`config.mk`:
```
export PLATFORM = sky130hd
export DESIGN_NAME = mem_arbiter_flat
export DESIGN_NICKNAME = d
export VERILOG_FILES = /design/src/rtl/mem_arbiter_if.sv /design/src/rtl/mem_arbiter.sv /design/src/flat_wrapper.sv
export SDC_FILE = /design/constraint.sdc
export NUM_CORES = 1
export LEC_CHECK = 0
export ABC_CLOCK_PERIOD_IN_PS = 1250
export BUFFER_PORTS_ARGS = -buffer_cell sky130_fd_sc_hd__clkbuf_2
export CORE_MARGIN = 8
export CORE_UTILIZATION = 40
export CTS_CLUSTER_DIAMETER = 60
export DETAILED_ROUTE_END_ITERATION = 10
export HOLD_SLACK_MARGIN = 0.02
export PLACE_DENSITY_LB_ADDON = 0.25
export SLEW_MARGIN = 15
export SYNTH_ARGS = -nofsm -noshare
export SYNTH_HDL_FRONTEND = slang
export SYNTH_SLANG_ARGS = --single-unit
export TNS_END_PERCENT = 10
```
`constraint.sdc`:
```
create_clock -name i_clk -period 1.25 [get_ports i_clk]
set_clock_uncertainty 0.1 [all_clocks]
set_input_delay 0.1875 -clock i_clk [delete_from_list [all_inputs] [get_ports i_clk]]
set_output_delay 0.1875 -clock i_clk [all_outputs]
set_load 0.03 [all_outputs]
```
`src/rtl/mem_arbiter_if.sv`:
```
// Request, grant and RAM-side signals for the two-port memory arbiter.
// The arbiter uses the slave modport; requesters and RAM use the master modport.
interface mem_arbiter_if #(
    parameter int DW = 16,
    parameter int AW = 16
);
    logic          cpu_req;
    logic          cpu_we;
    logic [AW-1:0] cpu_addr;
    logic [DW-1:0] cpu_wdata;
    logic          cpu_gnt;
    logic          cpu_rvalid;

    logic          ldr_req;
    logic          ldr_we;
    logic [AW-1:0] ldr_addr;
    logic [DW-1:0] ldr_wdata;
    logic          ldr_gnt;
    logic          ldr_rvalid;

    logic [DW-1:0] rdata;
    logic          busy;

    logic          mem_en;
    logic          mem_we;
    logic [AW-1:0] mem_addr;
    logic [DW-1:0] mem_wdata;
    logic [DW-1:0] mem_rdata;

    modport slave (
        input  cpu_req, cpu_we, cpu_addr, cpu_wdata,
        input  ldr_req, ldr_we, ldr_addr, ldr_wdata,
        input  mem_rdata,
        output cpu_gnt, cpu_rvalid, ldr_gnt, ldr_rvalid,
        output rdata, busy,
        output mem_en, mem_we, mem_addr, mem_wdata
    );

    modport master (
        output cpu_req, cpu_we, cpu_addr, cpu_wdata,
        output ldr_req, ldr_we, ldr_addr, ldr_wdata,
        output mem_rdata,
        input  cpu_gnt, cpu_rvalid, ldr_gnt, ldr_rvalid,
        input  rdata, busy,
        input  mem_en, mem_we, mem_addr, mem_wdata
    );
endinterface

```
`src/rtl/mem_arbiter.sv`:
```
// Round-robin arbiter sharing one single-port RAM between CPU (port 0) and loader (port 1).
// gnt one cycle after req is sampled in IDLE, read rvalid three cycles after; req is ignored while busy.
module mem_arbiter #(
    parameter int DW = 16,
    parameter int AW = 16
) (
    input  logic         i_clk,
    input  logic         i_rst,
    mem_arbiter_if.slave bus
);
    localparam logic [1:0] S_IDLE   = 2'd0;
    localparam logic [1:0] S_ACCESS = 2'd1;
    localparam logic [1:0] S_RDATA  = 2'd2;

    logic [1:0]    r_state;
    logic          r_last;
    logic          r_id;
    logic          r_we;
    logic [AW-1:0] r_addr;
    logic [DW-1:0] r_wdata;
    logic [DW-1:0] r_rdata;
    logic          r_cpu_rvalid;
    logic          r_ldr_rvalid;

    logic          w_any;
    logic          w_win;
    logic          w_access;

    assign w_any    = bus.cpu_req | bus.ldr_req;
    // On a tie the port not granted last wins; a lone requester always wins.
    assign w_win    = (bus.cpu_req & bus.ldr_req) ? ~r_last : bus.ldr_req;
    assign w_access = (r_state == S_ACCESS);

    always_ff @(posedge i_clk) begin
        if (i_rst) begin
            r_state      <= S_IDLE;
            r_last       <= 1'b1;
            r_id         <= 1'b0;
            r_we         <= 1'b0;
            r_addr       <= '0;
            r_wdata      <= '0;
            r_rdata      <= '0;
            r_cpu_rvalid <= 1'b0;
            r_ldr_rvalid <= 1'b0;
        end else begin
            r_cpu_rvalid <= 1'b0;
            r_ldr_rvalid <= 1'b0;
            case (r_state)
                S_IDLE: begin
                    if (w_any) begin
                        r_id    <= w_win;
                        r_we    <= w_win ? bus.ldr_we    : bus.cpu_we;
                        r_addr  <= w_win ? bus.ldr_addr  : bus.cpu_addr;
                        r_wdata <= w_win ? bus.ldr_wdata : bus.cpu_wdata;
                        r_state <= S_ACCESS;
                    end
                end
                S_ACCESS: begin
                    r_last  <= r_id;
                    r_state <= r_we ? S_IDLE : S_RDATA;
                end
                S_RDATA: begin
                    r_rdata      <= bus.mem_rdata;
                    r_cpu_rvalid <= ~r_id;
                    r_ldr_rvalid <= r_id;
                    r_state      <= S_IDLE;
                end
                default: r_state <= S_IDLE;
            endcase
        end
    end

    // Strobes derive from the state so a reset mid-access kills them immediately.
    assign bus.cpu_gnt    = w_access & ~r_id;
    assign bus.ldr_gnt    = w_access & r_id;
    assign bus.cpu_rvalid = r_cpu_rvalid;
    assign bus.ldr_rvalid = r_ldr_rvalid;
    assign bus.rdata      = r_rdata;
    assign bus.busy       = (r_state != S_IDLE);
    assign bus.mem_en     = w_access;
    assign bus.mem_we     = w_access & r_we;
    assign bus.mem_addr   = r_addr;
    assign bus.mem_wdata  = r_wdata;
endmodule

```
`src/flat_wrapper.sv`:
```
// flat-port wrapper written by rule: the top's interface ports become plain ports
module mem_arbiter_flat 
#(
    parameter int DW = 16,
    parameter int AW = 16
)
  (i_clk, i_rst, bus_cpu_req, bus_cpu_we, bus_cpu_addr, bus_cpu_wdata, bus_ldr_req, bus_ldr_we, bus_ldr_addr, bus_ldr_wdata, bus_mem_rdata, bus_cpu_gnt, bus_cpu_rvalid, bus_ldr_gnt, bus_ldr_rvalid, bus_rdata, bus_busy, bus_mem_en, bus_mem_we, bus_mem_addr, bus_mem_wdata);
  mem_arbiter_if #(.DW(DW), .AW(AW)) bus_i ();
  input  logic i_clk;
  input  logic i_rst;
  input wire logic [$bits(bus_i.cpu_req)-1:0] bus_cpu_req;
  input wire logic [$bits(bus_i.cpu_we)-1:0] bus_cpu_we;
  input wire logic [$bits(bus_i.cpu_addr)-1:0] bus_cpu_addr;
  input wire logic [$bits(bus_i.cpu_wdata)-1:0] bus_cpu_wdata;
  input wire logic [$bits(bus_i.ldr_req)-1:0] bus_ldr_req;
  input wire logic [$bits(bus_i.ldr_we)-1:0] bus_ldr_we;
  input wire logic [$bits(bus_i.ldr_addr)-1:0] bus_ldr_addr;
  input wire logic [$bits(bus_i.ldr_wdata)-1:0] bus_ldr_wdata;
  input wire logic [$bits(bus_i.mem_rdata)-1:0] bus_mem_rdata;
  output wire logic [$bits(bus_i.cpu_gnt)-1:0] bus_cpu_gnt;
  output wire logic [$bits(bus_i.cpu_rvalid)-1:0] bus_cpu_rvalid;
  output wire logic [$bits(bus_i.ldr_gnt)-1:0] bus_ldr_gnt;
  output wire logic [$bits(bus_i.ldr_rvalid)-1:0] bus_ldr_rvalid;
  output wire logic [$bits(bus_i.rdata)-1:0] bus_rdata;
  output wire logic [$bits(bus_i.busy)-1:0] bus_busy;
  output wire logic [$bits(bus_i.mem_en)-1:0] bus_mem_en;
  output wire logic [$bits(bus_i.mem_we)-1:0] bus_mem_we;
  output wire logic [$bits(bus_i.mem_addr)-1:0] bus_mem_addr;
  output wire logic [$bits(bus_i.mem_wdata)-1:0] bus_mem_wdata;
  assign bus_i.cpu_req = bus_cpu_req;
  assign bus_i.cpu_we = bus_cpu_we;
  assign bus_i.cpu_addr = bus_cpu_addr;
  assign bus_i.cpu_wdata = bus_cpu_wdata;
  assign bus_i.ldr_req = bus_ldr_req;
  assign bus_i.ldr_we = bus_ldr_we;
  assign bus_i.ldr_addr = bus_ldr_addr;
  assign bus_i.ldr_wdata = bus_ldr_wdata;
  assign bus_i.mem_rdata = bus_mem_rdata;
  assign bus_cpu_gnt = bus_i.cpu_gnt;
  assign bus_cpu_rvalid = bus_i.cpu_rvalid;
  assign bus_ldr_gnt = bus_i.ldr_gnt;
  assign bus_ldr_rvalid = bus_i.ldr_rvalid;
  assign bus_rdata = bus_i.rdata;
  assign bus_busy = bus_i.busy;
  assign bus_mem_en = bus_i.mem_en;
  assign bus_mem_we = bus_i.mem_we;
  assign bus_mem_addr = bus_i.mem_addr;
  assign bus_mem_wdata = bus_i.mem_wdata;
  mem_arbiter #(.DW(DW), .AW(AW)) u_core (.i_clk(i_clk), .i_rst(i_rst), .bus(bus_i));
endmodule
```
==> results_dict.tcl, run 1 <==
set metrics [dict create \
    timing.setup.tns_ns -3.131 \
    io_buffer_count 140 \
    die_w_microns 94.96 \
    grt_max_degree 35 \
    synth.top_cell.area_share_pct 44.15 \
    grt_pass1_vias 2596 \
    holdCritStartpoint "bus_cpu_we" \
    grt.overflow.total 0 \
    drive_above_1_share_pct 44.79 \
    cts_tree "yes" \
    clkTransAtPathRegs_ns 0.10 \
    period_minus_slack_ns 1.458 \
    io_pins 141 \
    regToRegStartpoint "u_core.r_state[1]$_SDFFE_PP0P_" \
    htree_levels 2 \
    die_area_sq_um 9016 \
    drc 0 \
    syn_inst 284 \
    cp.required_ns 0.96 \
    cp.arrival_ns 1.17 \
    clock_sink_count 55 \
    rr_worst_depth 6 \
    die-height_microns 94.96 \
    clock.fmax_mhz 685.7 \
    start_util_pct 41.62 \
    firstDrtPassIters 4 \
    place.gp.congestion 0.7794 \
    antenna_found_initial 0 \
    cp_max_fo 4 \
    clk_latency_ns 0.30 \
    violations "negative setup slack" \
    clockBufferDepth 2 \
    p_per_area_nw_per_um2 1181 \
    nets 537 \
    grt_setup_unrepaired "yes" \
    finalSetupViolCount 47 \
    tightest_slew_ns 0.2738 \
    core_sq_um 5991 \
    areaGrowthSynthToFinish_pct 51.93 \
    num_vias 2613 \
    syn_area_sq_um 2494 \
    avgSynthCellArea_sq_um 8.780 \
    p_leak_nw 1.732 \
    total_power_mw 4.474 \
    grt_pass1_wl_microns 12170 \
    layout_commonest_cell "clkbuf_2" \
    r2r-end "u_core.bus.mem_wdata[14]$_SDFFE_PP0P_" \
    hold_viol_final 0 \
    avgRoutedWirePerCell_microns 15.00 \
    drv_cap 0 \
    cts_made_buffers 5 \
    critPathLaunchType "register" \
    outcome "finished, violations left" \
    ant_nets 0 \
    ir_drop_uv 618.1 \
    min_to "u_core.r_we$_SDFFE_PP0P_" \
    synth_fp_nets 370 \
    cts-root-buf "clkbuf_8" \
    synth_cell_type_count 25 \
    viasPerCell 4.968 \
    yosys-top-cells-area "dfxtp_1, nand2_1, a311oi_2" \
    rows 28 \
    final_cell_mix "clkbuf_2, nand2_1, dfxtp_1" \
    hold_class "in2reg" \
    end_kind "primary output" \
    yosysTopAreaCell "dfxtp_1" \
    antenna_cells 0 \
    ys_seq_elements 55 \
    design_area_sq_um 3789 \
    slew_violations 0 \
    min_path_cells 3 \
    critical_path_class "reg2out" \
    wl_microns 7890 \
    worst_slack_ns -0.2084 \
    maxSlewHeadroom_pct 81.74 \
    timing.reg2reg.setup_slack_ns -0.10 \
    timing.final.crit_share_pct 116.7 \
    track_usage_pct 16.72 \
    dpl-instance-area_sq_um 3332 \
    synth_warnings 0 \
    seq_area_frac_synth_pct 44.15 \
    drtIter0Drc 69 \
    dp_hpwl_microns 5502 \
]
routing by layer:
metal / wire (microns) / part of all wire, % / track usage, %
met1: 3261 / 41 / 19.34
met2: 3696 / 47 / 27.81
met3: 841 / 11 / 7.063
met4: 91 / 1.2 / 4.291
met5: 0 / 0 / 0
synthesized netlist by cell type:
cell,n
nand2_1,99
dfxtp_1,55
a21oi_1,50
a311oi_2,20
a311oi_1,13
buf_6,12
buf_4,5
buf_2,4
clkbuf_1,4
nor3_1,3
and2_1,2
nand2b_1,2
nor2_1,2
nor2_4,2
a211o_1,1
a21bo_1,1
a21boi_4,1
buf_1,1
clkbuf_2,1
inv_1,1
inv_2,1
nor2b_1,1
nor3b_1,1
o21ai_0,1
or2_1,1
repair_timing:
action                     CTS  global route
gates resized for setup     20             6
hold endpoints to repair    21             1
buffers inserted             3             2
cloned                       0             0
setup endpoints to repair   37            56
hold buffers                25             1
pin swaps                    7             7
critical path, cell delays in order (launching register included):
cell      delay (ns)
dfxtp_2         0.35
buf_6           0.12
nand2b_4        0.08
inv_4           0.04
and2_4          0.15
buf_8           0.13
state kept, by name (all words and copies together), names as in the netlist:
register,cells
u_core.r_we,1
u_core.r_state,2
u_core.bus.ldr_rvalid,1
u_core.bus.mem_addr,16
u_core.r_id,1
u_core.bus.cpu_rvalid,1
u_core.r_last,1
u_core.bus.mem_wdata,16
u_core.bus.rdata,16
report_power, final:
group	total, mW	internal [mW]	switching [mW]
combinational	1.48	0.626	0.857
clock	0.983	0.436	0.547
sequential	2.01	1.91	0.0952
final cells by class:
type	count	area, sq um
clock inverters	1	5.005
fillers	510	2202
multi-input cells	200	1190
repair buffers	187	1297
flip-flops and latches	55	1107
well taps	75	93.84
clock buffers	6	82.58
inverters	2	12.51
worst max path at each step:
stage | cells after the start | from | slack [ns] | to
3_3_place_gp | 5 | bus_ldr_req | 0.001 | u_core.bus.mem_wdata[15]$_SDFFE_PP0P_
2_1_floorplan | 5 | u_core.r_state[0]$_SDFFE_PP0P_ | -0.04 | u_core.bus.mem_addr[11]$_SDFFE_PP0P_
3_5_place_dp | 4 | u_core.r_last$_SDFFE_PP1N_ | -0.04 | u_core.bus.mem_wdata[3]$_SDFFE_PP0P_
5_1_grt | 5 | u_core.r_state[0]$_SDFFE_PP0P_ | -0.27 | bus_ldr_gnt
4_1_cts | 5 | u_core.r_state[0]$_SDFFE_PP0P_ | -0.24 | bus_ldr_gnt
6_report | 5 | u_core.r_state[0]$_SDFFE_PP0P_ | -0.21 | bus_ldr_gnt
through the flow:
stage	hold slack, ns	cells	utilization [%]	worst slack (ns)
6_report	0.02884	526	63.24	-0.2084
4_1_cts	0.02394	523	62.70	-0.2423
3_5_place_dp	0.3151	488	55.62	-0.04299
5_1_grt	0.02384	526	63.24	-0.2695
2_1_floorplan	0.2235	284	-	-0.03540
3_3_place_gp	0.3093	488	55.62	0.001063
cells by family (layout without fill, tap and decap cells):
group           count (synthesis)  after routing  synth area share [%]
compound gates                 87             87                 28.35
flops                          55             55                 44.15
buf+inv                        29            196                 8.981
simple gates                  113            113                 18.52
Power figures use the tool's default switching activity.
==> inputs of run 2 (changes only) <==
--- a/config.mk
+++ b/config.mk
@@ -11,7 +11,7 @@
 export CORE_UTILIZATION = 40
 export CTS_CLUSTER_DIAMETER = 60
 export DETAILED_ROUTE_END_ITERATION = 10
-export HOLD_SLACK_MARGIN = 0.02
+export HOLD_SLACK_MARGIN = 0.08
 export PLACE_DENSITY_LB_ADDON = 0.25
 export SLEW_MARGIN = 15
 export SYNTH_ARGS = -nofsm -noshare
==> run 2 against run 1 <==
The flow still finishes with violations (negative setup slack). Critical path depth stayed put. Setup slack worse by 0.019 ns. Wire length is 18% higher. Via count is 12% higher. Global-route usage is 3.1 points higher. Fmax is 1.3% lower. Core utilization is 9.4 points higher. Final cell count is 11% higher. Sequential share of layout area is 3.8 points lower. Highest routed layer unchanged.
==> results_dict.tcl, run 2 (synthesized netlist as in run 1, its figures left out) <==
set metrics [dict create \
    critPathTopFamily "flip-flops" \
    total_power_mw 4.650 \
    power.internal_mw 3.090 \
    firstDrtPassIters 4 \
    die_area_sq_um 9016 \
    start_util_pct 41.62 \
    hold_class "in2reg" \
    cts_made_buffers 5 \
    regArea_sq_um 1107 \
    layout_commonest_cell "clkbuf_2" \
    place_inst 488 \
    core_sq_um 5991 \
    antenna_found_initial 0 \
    timing.reg2reg.setup_slack_ns -0.12 \
    place.gp.congestion 0.7794 \
    drtIter0Drc 160 \
    grt_pass1_vias 2926 \
    dp_hpwl_microns 5502 \
    timing.final.crit_share_pct 118.2 \
    switching_share_pct 33.55 \
    grt_max_degree 35 \
    grt_pass1_wl_microns 14390 \
    design_area_sq_um 4354 \
    clk_latency_ns 0.30 \
    num_vias 2932 \
    io_pins 141 \
    viasPerCell 5.021 \
    maxSlewHeadroom_pct 81.60 \
    nets 593 \
    fillers 428 \
    p_per_area_nw_per_um2 1068 \
    slowest_delay_ns 0.37 \
    drv_cap 0 \
    areaGrowthSynthToFinish_pct 74.61 \
    clock.fmax_mhz 676.8 \
    outcome "finished, violations left" \
    p_leak_nw 1.966 \
    cts_tree "yes" \
    p_sw_mw 1.560 \
    cp_max_fo 4 \
    cp.required_ns 0.96 \
    final_cell_mix "clkbuf_2, nand2_1, dlygate4sd3_1" \
    ant_nets 0 \
    worst_slack_ns -0.2275 \
    stdcell_count 584 \
    die_w_microns 94.96 \
    worst_path_max_delay_cell "dfxtp_2" \
    avgRoutedWirePerCell_microns 15.90 \
    clockBufferDepth 2 \
    cp.arrival_ns 1.19 \
    wl_microns 9288 \
    drive_above_1_share_pct 39.84 \
    pwr-share-comb_pct 35.6 \
    htree_levels 2 \
    tightest_slew_ns 0.2760 \
    critical_path_class "reg2out" \
    ir_drop_uv 556.4 \
    grt.overflow.total 0 \
    clkTransAtPathRegs_ns 0.09 \
    io_buffer_count 140 \
    drc 0 \
    die-height_microns 94.96 \
    violations "negative setup slack" \
    finalSetupViolCount 49 \
    clock_sink_count 55 \
    hold_viol_final 0 \
    multi_input_area_sq_um 1190 \
    period_minus_slack_ns 1.478 \
    crit_chain "buf_6, nand2b_4, inv_4, and2_4, buf_8" \
    grt_setup_unrepaired "yes" \
    slew_violations 0 \
    crit_buf_inv 3 \
    track_usage_pct 19.81 \
    pwr-share-seq_pct 43.3 \
    clkPwrFrac_pct 21.1 \
    end_kind "primary output" \
    rows 28 \
    critPathLaunchType "register" \
    dpl-instance-area_sq_um 3332 \
    cts-root-buf "clkbuf_8" \
]
## run 2: changes by cell type in the layout (fill, tap and decap cells not counted), sizes merged
cell and delta:
diode +2, dlygate4sd3 +56
## run 2: power by group through the flow
stage	sequential (mW)	combinational, mW	clock, mW
global route	2.03	1.76	1.08
CTS	2.01	1.62	1.02
floorplan	2.32	0.622	0
detailed placement	2.04	1.37	0
finish	2.01	1.65	0.983
global placement	2.04	1.35	0
## run 2: what timing repair did
item	CTS	global route
gates resized for setup	20	6
hold endpoints to repair	49	0
pin swaps	7	7
endpoints found under the setup margin	37	56
cloned	0	0
hold buffers	82	0
setup buffers	3	2
## run 2: area by class of cell
class,instances,share of cell area [%]
tap,75,2.155
multi-input combinational,200,27.33
antenna,2,0.1149
clock inverter,1,0.1149
clock buffer,6,1.897
timing repair buffer,243,42.67
sequential,55,25.43
inverter,2,0.2874
## run 2: worst paths after layout
path                                    start                                  end  cells after the start
min reg2reg  u_core.bus.rdata[1]$_SDFFE_PP0N_     u_core.bus.rdata[1]$_SDFFE_PP0N_                      2
max reg2reg    u_core.r_state[1]$_SDFFE_PP0P_  u_core.bus.mem_addr[7]$_SDFFE_PP0P_                      6
min                                     i_rst     u_core.bus.rdata[0]$_SDFFE_PP0N_                      2
max            u_core.r_state[0]$_SDFFE_PP0P_                          bus_ldr_gnt                      5
## run 2: metal layers
metal	GRT usage (%)	vias up	part of all wire (%)
li1	-	1435	-
met1	23.33	1346	41
met2	32.97	143	47
met3	7.063	8	10
met4	5.982	0	0.98
met5	0	-	0
## run 2: metrics by stage
stage                     hold WS [ns]  setup WS (ns)  TNS [ns]  util (%)
after floorplan                 0.2235       -0.03540   -0.4820         -
after global placement          0.3093       0.001063         0     55.62
after detailed placement        0.3151       -0.04299   -0.3721     55.62
after CTS                       0.1323        -0.2423    -3.359     72.22
after global routing            0.1342        -0.2831    -6.833     72.60
final                           0.1388        -0.2275    -3.223     72.68
